--- src/rtl/pdn_rail_sequencer.sv ---
// pdn_rail_sequencer
// Ordered power-up and reverse-order power-down of the PDN supply rails VDD1..VDDn.
// Each rail must show SETTLE_CYCLES consecutive power-good cycles before the next
// rail is enabled, and must settle within TIMEOUT_CYCLES of its enable. Loss of
// power-good on an already settled rail, or a timeout, latches a sticky fault.
// Every output comes straight from a flop.
module pdn_rail_sequencer #(
   parameter int NUM_RAILS      = 6,
   parameter int SETTLE_CYCLES  = 16,
   parameter int TIMEOUT_CYCLES = 256,
   parameter int CNT_W          = 9
) (
   input  logic                 clk,
   input  logic                 rst_n,
   input  logic                 pwr_req,
   input  logic                 fault_clr,
   input  logic [NUM_RAILS-1:0] rail_pg,
   output logic [NUM_RAILS-1:0] rail_en,
   output logic                 all_good,
   output logic                 busy,
   output logic                 fault,
   output logic [2:0]           fault_rail
);

   localparam int IDX_W = (NUM_RAILS > 1) ? $clog2(NUM_RAILS) : 1;

   localparam logic [2:0] ST_OFF   = 3'd0;
   localparam logic [2:0] ST_UP    = 3'd1;
   localparam logic [2:0] ST_ON    = 3'd2;
   localparam logic [2:0] ST_DOWN  = 3'd3;
   localparam logic [2:0] ST_FAULT = 3'd4;

   localparam logic [CNT_W-1:0] SETTLE_LAST  = CNT_W'(SETTLE_CYCLES - 1);
   localparam logic [CNT_W-1:0] TIMEOUT_LAST = CNT_W'(TIMEOUT_CYCLES - 1);
   localparam logic [CNT_W-1:0] CNT_ONE      = CNT_W'(1);
   localparam logic [IDX_W-1:0] IDX_LAST     = IDX_W'(NUM_RAILS - 1);
   localparam logic [IDX_W-1:0] IDX_ONE      = IDX_W'(1);

   logic [2:0]           state, state_nx;
   logic [IDX_W-1:0]     idx, idx_nx;
   logic [CNT_W-1:0]     scnt, scnt_nx;
   logic [CNT_W-1:0]     tcnt, tcnt_nx;
   logic [NUM_RAILS-1:0] rail_en_nx;
   logic                 fault_nx;
   logic [2:0]           fault_rail_nx;
   logic [NUM_RAILS-1:0] below_mask;
   logic [NUM_RAILS-1:0] below_drop;
   logic [NUM_RAILS-1:0] any_drop;
   logic                 adv;
   logic                 time_up;

   // Counters hold at all-ones instead of wrapping back to zero.
   function automatic logic [CNT_W-1:0] sat_inc(input logic [CNT_W-1:0] c);
      return (c == {CNT_W{1'b1}}) ? c : c + CNT_ONE;
   endfunction

   // Index of the lowest set bit; lowest failing rail wins when several drop together.
   function automatic logic [2:0] low_idx(input logic [NUM_RAILS-1:0] v);
      logic [2:0] r;
      r = 3'd0;
      for (int k = NUM_RAILS - 1; k >= 0; k--) begin
         if (v[k]) r = 3'(k);
      end
      return r;
   endfunction

   // Mask of rails that have already settled (indices strictly below idx).
   always_comb begin
      below_mask = '0;
      for (int k = 0; k < NUM_RAILS; k++) begin
         below_mask[k] = (IDX_W'(k) < idx);
      end
   end

   assign below_drop = ~rail_pg & below_mask;
   assign any_drop   = ~rail_pg;
   assign adv        = (scnt == SETTLE_LAST) && rail_pg[idx];
   assign time_up    = (tcnt == TIMEOUT_LAST) && !adv;

   // Next-state and next-output decode for the sequencer.
   always_comb begin
      state_nx      = state;
      idx_nx        = idx;
      scnt_nx       = scnt;
      tcnt_nx       = tcnt;
      rail_en_nx    = rail_en;
      fault_nx      = fault;
      fault_rail_nx = fault_rail;
      case (state)
         ST_OFF: begin
            idx_nx     = '0;
            scnt_nx    = '0;
            tcnt_nx    = '0;
            rail_en_nx = '0;
            if (pwr_req) begin
               state_nx   = ST_UP;
               rail_en_nx = NUM_RAILS'(1);
            end
         end
         ST_UP: begin
            if (|below_drop) begin
               // A settled rail lost power-good: shut everything down at once.
               state_nx      = ST_FAULT;
               rail_en_nx    = '0;
               fault_nx      = 1'b1;
               fault_rail_nx = low_idx(below_drop);
               scnt_nx       = '0;
               tcnt_nx       = '0;
            end else if (time_up) begin
               state_nx      = ST_FAULT;
               rail_en_nx    = '0;
               fault_nx      = 1'b1;
               fault_rail_nx = 3'(idx);
               scnt_nx       = '0;
               tcnt_nx       = '0;
            end else if (!pwr_req) begin
               // Abort the ramp: drop the rail being ramped, then unwind the rest.
               state_nx        = ST_DOWN;
               rail_en_nx[idx] = 1'b0;
               scnt_nx         = '0;
               tcnt_nx         = '0;
            end else if (adv) begin
               scnt_nx = '0;
               tcnt_nx = '0;
               if (idx == IDX_LAST) begin
                  state_nx = ST_ON;
               end else begin
                  idx_nx             = idx + IDX_ONE;
                  rail_en_nx[idx_nx] = 1'b1;
               end
            end else begin
               scnt_nx = rail_pg[idx] ? sat_inc(scnt) : '0;
               tcnt_nx = sat_inc(tcnt);
            end
         end
         ST_ON: begin
            if (|any_drop) begin
               state_nx      = ST_FAULT;
               rail_en_nx    = '0;
               fault_nx      = 1'b1;
               fault_rail_nx = low_idx(any_drop);
            end else if (!pwr_req) begin
               state_nx             = ST_DOWN;
               idx_nx               = IDX_LAST;
               rail_en_nx[IDX_LAST] = 1'b0;
               scnt_nx              = '0;
            end
         end
         ST_DOWN: begin
            // scnt doubles as the per-rail hold timer; power-good is not consulted.
            if (scnt == SETTLE_LAST) begin
               scnt_nx = '0;
               if (idx == '0) begin
                  state_nx = ST_OFF;
               end else begin
                  idx_nx             = idx - IDX_ONE;
                  rail_en_nx[idx_nx] = 1'b0;
               end
            end else begin
               scnt_nx = sat_inc(scnt);
            end
         end
         ST_FAULT: begin
            rail_en_nx = '0;
            if (fault_clr && !pwr_req) begin
               state_nx      = ST_OFF;
               fault_nx      = 1'b0;
               fault_rail_nx = 3'd0;
               idx_nx        = '0;
               scnt_nx       = '0;
               tcnt_nx       = '0;
            end
         end
         default: begin
            state_nx   = ST_OFF;
            rail_en_nx = '0;
            idx_nx     = '0;
            scnt_nx    = '0;
            tcnt_nx    = '0;
         end
      endcase
   end

   // State, counters and all outputs registered; reset clears everything immediately.
   always_ff @(posedge clk or negedge rst_n) begin
      if (!rst_n) begin
         state      <= ST_OFF;
         idx        <= '0;
         scnt       <= '0;
         tcnt       <= '0;
         rail_en    <= '0;
         all_good   <= 1'b0;
         busy       <= 1'b0;
         fault      <= 1'b0;
         fault_rail <= 3'd0;
      end else begin
         state      <= state_nx;
         idx        <= idx_nx;
         scnt       <= scnt_nx;
         tcnt       <= tcnt_nx;
         rail_en    <= rail_en_nx;
         all_good   <= (state_nx == ST_ON);
         busy       <= (state_nx == ST_UP) || (state_nx == ST_DOWN);
         fault      <= fault_nx;
         fault_rail <= fault_rail_nx;
      end
   end

endmodule

--- config.mk ---
export PLATFORM = sky130hd
export DESIGN_NAME = pdn_rail_sequencer
export DESIGN_NICKNAME = d
export VERILOG_FILES = /design/src/rtl/pdn_rail_sequencer.sv
export SDC_FILE = /design/constraint.sdc
export NUM_CORES = 1
export LEC_CHECK = 0
export BUFFER_PORTS_ARGS = -buffer_cell sky130_fd_sc_hd__clkbuf_2
export CAP_MARGIN = 20
export CELL_PAD_IN_SITES_DETAIL_PLACEMENT = 1
export CELL_PAD_IN_SITES_GLOBAL_PLACEMENT = 2
export CORE_ASPECT_RATIO = 1.5
export CORE_MARGIN = 2
export CORE_UTILIZATION = 37
export CTS_CLUSTER_DIAMETER = 120
export DETAILED_ROUTE_END_ITERATION = 8
export PLACE_DENSITY_LB_ADDON = 0.1
export SETUP_SLACK_MARGIN = 0.15
export SYNTH_ARGS = -nofsm -noshare
export SYNTH_HDL_FRONTEND = slang
export SYNTH_SLANG_ARGS = --single-unit
--- constraint.sdc ---
create_clock -name clk -period 3.54 [get_ports clk]
set_input_delay 0.177 -clock clk [delete_from_list [all_inputs] [get_ports clk]]
set_output_delay 0.177 -clock clk [all_outputs]
set_load 0.03 [all_outputs]
; ---- Word level (Yosys, flattened, before mapping)
; Cells that the tools add are included.
[totals]
regBits = 36
inputBits = 10
out_inout_bits = 12
word_cells = 164
[classes]
n_addsub = 4
magnitude_cmp = 12
eq_ne = 28
muxes = 81
n_bitwise = 8
n_reduce_logical = 21
[op_table]
columns = cell, n
row1 = 2-to-1 mux 9 bit, 15
row2 = 2-to-1 mux 3 bit, 36
row3 = 2-to-1 mux 6 bit, 7
row4 = one-hot mux 9 bit (4 select lines), 1
row5 = one-hot mux 9 bit (3 select lines), 1
row6 = one-hot mux 6 bit (4 select lines), 1
row7 = "!= test 2 bit, second input constant", 11
row8 = "adder 9 x 1 -> 9 bit, second input constant", 2
row9 = bitwise AND 6 bit, 3
row10 = "== test 9 bit, second input constant", 2
row11 = inverter 6 bit, 3
row12 = one-hot mux 3 bit (5 select lines), 1
row13 = "== test 3 x 2 -> 1 bit, second input constant", 4
row14 = "less-than comparator 3 x 4 -> 1 bit, second input constant", 3
row15 = one-hot mux 3 bit (4 select lines), 1
row16 = OR reduction 6 bit, 2
row17 = 2-to-1 mux 1 bit, 11
row18 = "!= test 5 bit, second input constant", 2
row19 = AND reduction 10 bit, 1
row20 = AND reduction 5 bit, 2
row21 = demux 1 bit (select 3 bit), 3
row22 = "== test 9 x 4 -> 1 bit, second input constant", 1
row23 = "== test 9 x 8 -> 1 bit, second input constant", 1
row24 = ">= comparator 3 x 1 -> 1 bit, second input constant", 3
row25 = 23 further kinds, 37

; ---- Longest topological paths before layout
; Gate-level depths: netlist (run 1).
[depth]
depth_word = 12
ltp_mapped = 10
mapped_depth_nobuf = 10

; ---- Least setup slack after synthesis (run 1)
; OpenSTA, ideal clock, no wires.
[synth_path]
path_type = flip-flop to flip-flop
startpoint = register idx[0]
endpoint = register idx[0]
setup_time_ns = 0.125
arrival_ns = 2.466
required_ns = 3.415
slack_ns = 0.949
path_stages_with_launch = 10
path_buffers = 1
synth_period_minus_slack_ns = 2.591
path_cell_list = dfrtp_1 buf_6 inv_1 ha_1 nand2b_2 a211oi_1 nand3_1 or3_4 a211oi_4 mux2_4
[synth_via]
elab_chain_len = 7
word_cells_on_any_way = 31
cone_classes = add/sub (2) / order compare (6) / eq/ne (6) / mux (10) / bitwise (1) / reduce/logical (6)
[synth_lines]
columns = item, line_no
row1 = from (decl), 40  ; logic [IDX_W-1:0] idx, idx_nx;
row2 = from (signal assigned), 198  ; idx <= idx_nx;
row3 = adder 3 x 1 -> 3 bit / binary-select mux 1 bit (select 3 bit) (equally long branches), "128, 77"
row4 = 2-to-1 mux 3 bit / 2-to-1 mux 1 bit (equally long branches), "125, 77"
row5 = 2-to-1 mux 3 bit / logical AND 1 bit (equally long branches), "122, 77"
row6 = 2-to-1 mux 3 bit / logical NOT 1 bit (equally long branches), "116, 78"
row7 = 2-to-1 mux 3 bit / logical AND 1 bit (equally long branches), "109, 78"
row8 = 2-to-1 mux 3 bit / != test 2 bit (equally long branches), n/a
row9 = one-hot mux 3 bit (4 select lines) / AND reduction 10 bit (equally long branches), n/a
; Parallel ways exist; a longest one is shown, timed or not. The select of a mux whose other input is x is not followed.
; A chain may end at the register's enable or synchronous reset.

; ---- Worst setup path in the final report (run 1)
[layout_path]
startpoint = register idx[1]
endpoint = register idx[2]
; The elaborated chain is that of the path after synthesis.

==> impl_metrics.yaml, run 1 <==
run_status:
  status: "finished, final reports clean"
placement:
  globalplace.congestion: 0.847
  pre_cts_slack_ps: 681
  port-buffer-count: 21
  hpwl_mm: 6.47
  place_area_sq_um: 2940
global_routing:
  grt_pass1_wl_mm: 13.9
  overflow: 0
  grtUsageTotal: 0.227
  grt_pass1_vias: 2655
  antenna_found_initial: 0
  grt_max_degree: 37
routing:
  wl_per_cell_microns: 19.2
  firstDrtPassIters: 4
  drt_iter0_drc: 117
  vias_per_cell: 5.76
  vias: 2522
  wirelength_mm: 8.42
  ant_nets: 0
  drc_errors: 0
finish:
  num_antenna_cells: 0
  drive_gt1_frac: 0.148
  final_nets: 355
  fillCellCount: 880
  final_util: 0.416
  ff_latch_area_sq_um: 901
  fin_area_sq_um: 3030
  multi_input_comb_area_sq_um: 1730
  synthToLayoutAreaGrowth_pct: 9.02
sta:
  clock_skew_ps: 8.88
  finalSetupTns_ps: 0
  relSlewSlack: 0.364
  slew_violations: 0
  fmax_ghz: 0.343
  setup_violations: 0
  holdWs_ps: 12.3
  hold_viol_final: 0
  min_period_ps: 2910
  worst_pin_slew_ps: 954
  period_share: 0.823
  grt_setup_unrepaired: "no"
  setup_ws_ps: 628
floorplan:
  core_area_sq_um: 7270
  io_pins: 22
  core.rowCount: 38
  fp.dieW_microns: 74.7
  initial_core_util: 0.381
  dieArea_sq_um: 8220
  die_h_microns: 110
setup_path:
  cp-end-kind: "flop"
  worstPathMaxFanout: 13
  r2r_start: "idx[1]"
  cp_slowest_cell: "dfrtp_1"
  ff2ff_path_depth: 8
  critical_path.top_delay_family: "compound AO/OA/AOI/OAI gates"
  cp_cell_sequence: "inv_1 -> ha_1 -> nand2b_2 -> a211oi_1 -> nand3_1 -> or3_4 -> a211oi_4 -> mux2_4"
  worstSetupStartpoint: "idx[1]"
  r2r-end: "idx[2]"
  setup.worst_path.start_class: "flop"
  critPathBufInv: 1
  slowest_delay_ps: 520
  worstSetupPathType: "flop to flop"
  worst_ep_arrival_time_ps: 3100
  r2r_slack_ps: 630
  cp_data_required_time_ps: 3730
clock_network:
  worstSkewPairLatency_ps: 310
  cts_made_buffers: 5
  clk_pin_slew_worst_paths_ps: 80
  htree_levels: 2
  clock-sinks: 36
  post-cts-setup-buffers: 0
  post_cts_resized: 0
  clock-root-buffer: "clkbuf_8"
  hold_buffers: 0
  cts_tree: "done"
  clockBufferDepth: 2
synth:
  synthTopCellsByArea: "dfrtp_1, nor2_1, xor2_1"
  yosys.area.top_type: "dfrtp_1"
  synth_edf_count: 0
  ys_ff_latch: 36
  synth_fa_ha_area_frac: 0.0361
  ys_types: 74
  synth_fp_nets: 335
  synth.avg_cell_area_sq_um: 8.75
  synth_top_area_share: 0.325
  syn_inst: 317
  seq_area_frac_synth: 0.325
  async_flop_share: 1.00
  synth_compound_area_frac: 0.215
  yosysWarnings: 0
  syn_area_sq_um: 2780
  synthXorXnorAreaFrac: 0.0537
  synth_top_family_by_area: "simple AND/OR/NAND/NOR gates"
  yosys.area_share.simple: 0.267
  muxShareOfSynthArea: 0.0528
  synth_top_flop_cell: "dfrtp_1"
pwr:
  p_leak_nw: 1.32
  vdd_ir_drop_max_mv: 0.245
  power_density_nw_per_um2: 628
hold_path:
  hold_class: "input pin to asynchronous set/reset pin"
flow_run:
  cap_violations: 0
==> per-stage QoR <==
step / instances / power, mW
final: 438 / 1.90
after CTS: 438 / 1.92
after floorplan: 317 / 1.33
after detailed placement: 430 / 1.60
after global routing: 438 / 2.05
after global placement: 430 / 1.60
==> report_power, final <==
part | switching [mW] | internal (mW)
logic | 0.641 | 0.376
clock network | 0.168 | 0.141
registers | 0.102 | 0.472
total | 0.911 | 0.988
==> final cells by class <==
class                   instances  area share
clock buffers                   7      0.0252
clock inverters                 1     0.00289
multi-input cells             256       0.573
repair buffers                 24      0.0422
inverters                      14      0.0174
flip-flops and latches         36       0.298
well taps                     100      0.0414
==> registers in the layout (all words and copies together) (netlist names) <==
| signal | count |
|---|---|
| scnt | 9 |
| tcnt | 9 |
| rail_en | 6 |
| fault_rail | 3 |
| idx | 3 |
| state | 3 |
| all_good | 1 |
| busy | 1 |
| fault | 1 |
==> kinds of logic after synthesis <==
group | after synthesis
buffers and inverters | 25
flip-flops | 36
multiplexers | 13
XOR/XNOR | 17
adder cells (fa/ha/maj) | 8
AO/OA/AOI/OAI | 81
AND/OR/NAND/NOR | 137
==> cells in the mapped netlist, drive strengths merged, types with 3 or more instances <==
master,count
a22oi,3
nand2,25
a21boi,5
nor2b,5
nand4,8
and4,4
mux2,7
o21ai,13
nor3b,4
ha,8
o31ai,5
a211oi,3
clkbuf,4
xnor2,5
or4,5
buf,6
a31oi,8
nand2b,8
nor2,34
dfrtp,36
xor2,12
o22ai,4
nor3,10
or3,3
a21o,6
nor4,3
nand3,16
a21oi,12
inv,14
mux2i,6
and3,8
==> how the worst max path moves through the flow <==
stage / depth (start not counted) / end / slack [ps]
6_report: 8 / idx[2] / 630
5_1_grt: 8 / idx[2] / 420
4_1_cts: 8 / idx[2] / 660
3_5_place_dp: 8 / idx[0] / 680
3_3_place_gp: 8 / idx[2] / 750
2_1_floorplan: 9 / idx[0] / 950
==> cells in the final DEF (no fill, tap or decap), drive strengths merged, types with 8 or more instances in the layout <==
cell type   n
and3        8
dfrtp      36
nand3      16
a21oi      12
ha          8
xor2       12
a31oi       8
o21ai      13
nor3       10
nor2       34
nand2      25
nand4       8
inv        14
clkbuf     28
nand2b      8
==> metal layers <==
layer,GRT usage,routed length [microns],vias up,share of wire
li1,-,-,1204,-
met1,0.251,3320,1236,0.39
met2,0.395,4420,44,0.53
met3,0.0391,186,38,0.022
met4,0.142,484,0,0.058
met5,0,0,-,0
==> worst reg2reg max path: cells and delay by family (launching register included) <==
family / cells / cell delay [ps]
simple gates: 3 / 690
flops: 1 / 520
compound gates: 2 / 800
buf+inv: 1 / 260
mux: 1 / 330
fa+ha+maj: 1 / 210
(Power assumes the default switching activity.)
==> inputs of run 2 (changes only) <==
- ABC_AREA: unset -> 1
- CORE_UTILIZATION: 37 -> 31
- clock period: 3.54 -> 2.48 ns (I/O delays scaled with it)
==> run 2 against run 1 <==
- register-to-register slack got worse by 270 ps
- largest cell class unchanged
- utilization fell by 3.6 points
- global-route usage is 2.4 points lower
- clock skew down 0.86 ps
==> impl_metrics.yaml, run 2 <==
setup_path:
  cp-end-kind: "flop"
  worstSetupPathType: "flop to flop"
  worstPathMaxFanout: 13
  setup.worst_path.start_class: "flop"
  cp_data_required_time_ps: 2650
  worst_ep_arrival_time_ps: 2290
routing:
  drc_errors: 0
  ant_nets: 0
  vias: 2962
  firstDrtPassIters: 4
  wl_per_cell_microns: 16.4
  vias_per_cell: 5.23
  drt_iter0_drc: 105
  wirelength_mm: 9.29
clock_network:
  cts_made_buffers: 5
  htree_levels: 2
  clock-root-buffer: "clkbuf_16"
  clock-sinks: 36
  worstSkewPairLatency_ps: 290
  cts_tree: "done"
  clk_pin_slew_worst_paths_ps: 60
  clockBufferDepth: 2
synth:
  synth_fp_nets: 437
  syn_inst: 419
  netlist_top_cells_count: "nand2_1, inv_1, nor2_1, dfrtp_1, nand3_1"
  synthTopCellsByArea: "dfrtp_1, nand2_1, inv_1"
  syn_area_sq_um: 2830
  yosys.area.top_type: "dfrtp_1"
  synth_top_area_share: 0.318
  ys_ff_latch: 36
  synth_edf_count: 0
  yosysMostFrequentCell: "nand2_1"
  seq_area_frac_synth: 0.318
  ys_types: 39
  synth.avg_cell_area_sq_um: 6.75
  async_flop_share: 1.00
  synth_top_flop_cell: "dfrtp_1"
  yosysWarnings: 0
finish:
  final_cell_mix: "nand2_1, inv_1, nor2_1"
  ff_latch_area_sq_um: 903
  synthToLayoutAreaGrowth_pct: 18.4
  num_antenna_cells: 0
  multi_input_comb_area_sq_um: 1700
  largestRegisters: "scnt (9), tcnt (9), rail_en (6)"
  fillCellCount: 1176
  final_common_cell: "nand2_1"
  final_nets: 473
  drive_gt1_frac: 0.175
sta:
  setup_violations: 0
  fmax_ghz: 0.471
  slew_violations: 0
  holdWs_ps: 216
  setup_ws_ps: 357
  worst_pin_slew_ps: 520
  grt_setup_unrepaired: "yes"
  hold_viol_final: 0
  min_period_ps: 2120
  clock_skew_ps: 8.01
  relSlewSlack: 0.652
  period_share: 0.856
  finalSetupTns_ps: 0
global_routing:
  overflow: 0
  grt_max_degree: 37
  grtUsageTotal: 0.203
  grt_pass1_vias: 3089
  antenna_found_initial: 0
  grt_pass1_wl_mm: 15.3
floorplan:
  core_area_sq_um: 8830
  initial_core_util: 0.320
  io_pins: 22
  die_h_microns: 121
  fp.dieW_microns: 82
  core.rowCount: 42
  dieArea_sq_um: 9920
pwr:
  power_density_nw_per_um2: 386
  p_leak_nw: 1.72
  vdd_ir_drop_max_mv: 0.230
  total_power_mw: 1.29
hold_path:
  hold_class: "input pin to asynchronous set/reset pin"
run_status:
  status: "finished, final reports clean"
placement:
  globalplace.congestion: 0.864
  hpwl_mm: 7.36
  port-buffer-count: 21
  pre_cts_slack_ps: 136
flow_run:
  cap_violations: 0
run 2: routing by layer:
layer,routed length (microns),global-route usage
met1,3830,0.234
met3,233,0.0283
met5,0,0
met2,5020,0.371
met4,218,0.0688
run 2: cell type report:
type                       count  area share
multi-input combinational    320       0.507
sequential                    36       0.270
timing repair buffer          38      0.0777
inverter                      54      0.0612
tap                          110      0.0411
clock buffer                   5      0.0373
clock inverter                 3     0.00560
run 2: logic make-up (layout without fill, tap and decap cells):
logic type,Yosys count,in the layout,synth area share
xor+xnor,6,6,0.0186
compound gates,55,55,0.120
flops,36,36,0.318
buf+inv,63,100,0.0938
simple gates,251,251,0.414
fa+ha+maj,8,8,0.0354
run 2: worst paths after layout:
check / startpoint / endpoint / slack (ps) / cells after the start
setup / recovery: idx[0] / all_good / 360 / 12
hold / removal: rst_n / fault_rail[0] / 220 / 2
setup reg to reg: idx[0] / all_good / 360 / 12
hold reg to reg: fault_rail[2] / fault_rail[2] / 480 / 2
max in group asynchronous: rst_n / scnt[0] / 1810 / 3
min in group clk: rail_pg[0] / fault_rail[0] / 270 / 3
run 2: worst max-delay path: stages (launching register included):
cell and delay (ps):
dfrtp_1 450, inv_4 170, ha_1 160, nand2_1 110
nand2_1 80, nand2_1 100, nor3_4 210, buf_12 140
nand2_2 60, nor2_4 200, nand2_1 130, nand3_1 110
nor2_1 70
run 2: metrics by stage:
step	utilization	cells	instance area, sq um
4_1_cts	0.367	561	3240
6_report	0.380	566	3350
3_5_place_dp	0.351	553	3100
5_1_grt	0.380	566	3350
3_3_place_gp	0.351	553	3100
2_1_floorplan	-	419	2830
run 2: power breakdown:
group	switching (mW)	internal [mW]
clock	0.262	0.370
sequential	0.00107	0.588
combinational	0.0460	0.0246
total	0.309	0.983
run 2: what timing repair did:
action                                 CTS  global route
resized for setup                        1            10
pin swaps                                0             2
setup endpoints to repair                2            27
endpoints found under the hold margin    0            36
hold buffers                             0             1
setup buffers                            0             3
==> inputs of run 3 (changes only) <==
- REMOVE_ABC_BUFFERS: unset -> 1
==> run 3 against run 2 <==
- the run now ends with negative hold slack left
- global-route usage down 0.39 points
- count of clock-buffer cells in the layout up 1
- sequential power about the same
- design area down 1.5%
- wire length down 1.1%
- via count down 2.2%
- total power up 7.3%
- utilization down 0.58 points
- die area unchanged
- cell count down 0.71%
- critical path depth unchanged
- critical endpoint unchanged
==> impl_metrics.yaml, run 3 (synthesis results as in run 2) <==
floorplan:
  initial_core_util: 0.320
  fp.dieW_microns: 82
  io_pins: 22
  core.rowCount: 42
  core_area_sq_um: 8830
  dieArea_sq_um: 9920
  die_h_microns: 121
clock_network:
  cts_tree: "done"
  clock-sinks: 36
  worstSkewPairLatency_ps: 290
  clockBufferDepth: 2
  hold_buffers: 0
  cts_made_buffers: 5
  clk_pin_slew_worst_paths_ps: 60
  clock-root-buffer: "clkbuf_16"
  htree_levels: 2
global_routing:
  overflow: 0
  antenna_found_initial: 0
  grtUsageTotal: 0.199
  grt_max_degree: 37
  grt_pass1_wl_mm: 15.1
  grt_pass1_vias: 3043
run_status:
  status: "finished with violations"
  failed_checks: "negative hold slack"
pwr:
  vdd_ir_drop_max_mv: 0.218
  p_leak_nw: 1.71
  power_density_nw_per_um2: 420
routing:
  ant_nets: 0
  drt_iter0_drc: 109
  vias_per_cell: 5.15
  firstDrtPassIters: 4
  vias: 2896
  wirelength_mm: 9.19
  drc_errors: 0
  wl_per_cell_microns: 16.4
sta:
  min_period_ps: 2140
  relSlewSlack: 0.346
  period_share: 0.863
  hold_viol_final: 18
  finalSetupTns_ps: 0
  holdWs_ps: -11.5
  setup_violations: 0
  fmax_ghz: 0.467
  worst_pin_slew_ps: 980
  slew_violations: 0
  clock_skew_ps: 4.70
  grt_setup_unrepaired: "no"
placement:
  port-buffer-count: 21
  globalplace.congestion: 0.849
  hpwl_mm: 7.30
setup_path:
  cp_data_required_time_ps: 2660
  r2r_slack_ps: 340
  worstPathMaxFanout: 8
  cp-end-kind: "flop"
  setup.worst_path.start_class: "flop"
  r2r-end: "all_good"
  ff2ff_path_depth: 12
  worst_ep_arrival_time_ps: 2320
  r2r_start: "idx[1]"
  worstSetupPathType: "flop to flop"
hold_path:
  hold_class: "input pin to asynchronous set/reset pin"
flow_run:
  cap_violations: 0
finish:
  final_cell_mix: "nand2_1, inv_1, nor2_1"
  drive_gt1_frac: 0.168
  synthToLayoutAreaGrowth_pct: 16.6
  final_nets: 469
  final_common_cell: "nand2_1"
  num_antenna_cells: 0
  largestRegisters: "scnt (9), tcnt (9), rail_en (6)"
-- run 3: cell count changes in the layout (fill, tap and decap cells not counted), sizes merged --
| cell | before | now |
|---|---|---|
| bufinv | 0 | 1 |
| dlygate4sd3 | 1 | 0 |
| clkbuf | 26 | 27 |
| clkinv | 4 | 2 |
| buf | 16 | 13 |
-- run 3: what timing repair did --
| action | 4_1_cts | 5_1_grt |
|---|---|---|
| setup buffers | 0 | 2 |
| gates resized for setup | 0 | 9 |
| setup endpoints to repair | 0 | 13 |
-- run 3: report_power, final --
group | switching (mW) | internal (mW) | leakage, nW | total [mW]
Combinational | 0.0452 | 0.0186 | 1.21 | 0.0638
Sequential | 0.000970 | 0.588 | 0.419 | 0.589
Clock | 0.260 | 0.473 | 0.0808 | 0.733
-- run 3: stage by stage --
step | instance area (sq um) | worst slack, ps | std cells | util | power, mW
2_1_floorplan | 2770 | 439 | 410 | - | 0.627
3_3_place_gp | 3090 | 218 | 552 | 0.350 | 0.665
3_5_place_dp | 3090 | 283 | 552 | 0.350 | 0.665
4_1_cts | 3260 | 258 | 560 | 0.369 | 1.42
5_1_grt | 3300 | 156 | 562 | 0.374 | 1.44
6_report | 3300 | 339 | 562 | 0.374 | 1.39
-- run 3: layer usage --
metal  vias up  wire length (microns)  track usage
met3        13                    156       0.0223
met2        29                   5150        0.376
li1       1447                      -            -
met5         -                      0            0
met4         0                    212       0.0740
met1      1407                   3670        0.219
-- run 3: final cells by class --
cell class              instances  area [sq um]
clock buffers                   6           129
clock inverters                 2          35.0
fillers                      1135          5530
inverters                      54           208
multi-input cells             320          1680
flip-flops and latches         36           903
well taps                     110           138
repair buffers                 34           203
-- run 3: worst max path at each step --
stage                        start    endpoint  depth (start not counted)  slack (ps)
final                       idx[1]    all_good                         12         340
after detailed placement  state[2]    all_good                         10         280
after global placement    state[2]    all_good                         10         220
after global routing       tcnt[1]  rail_en[3]                         13         160
after CTS                   idx[1]     tcnt[8]                         10         260
after floorplan             idx[0]    all_good                         11         440
-- run 3: worst max-delay path, stage by stage (launching register included) --
cell	delay, ps
dfrtp_2	490
inv_4	130
ha_1	150
nand2_1	100
nand2_1	80
nand2_1	100
nor3_4	230
buf_4	170
nand2_2	70
nor2_4	210
nand2_1	150
nand3_1	110
nor2_1	40
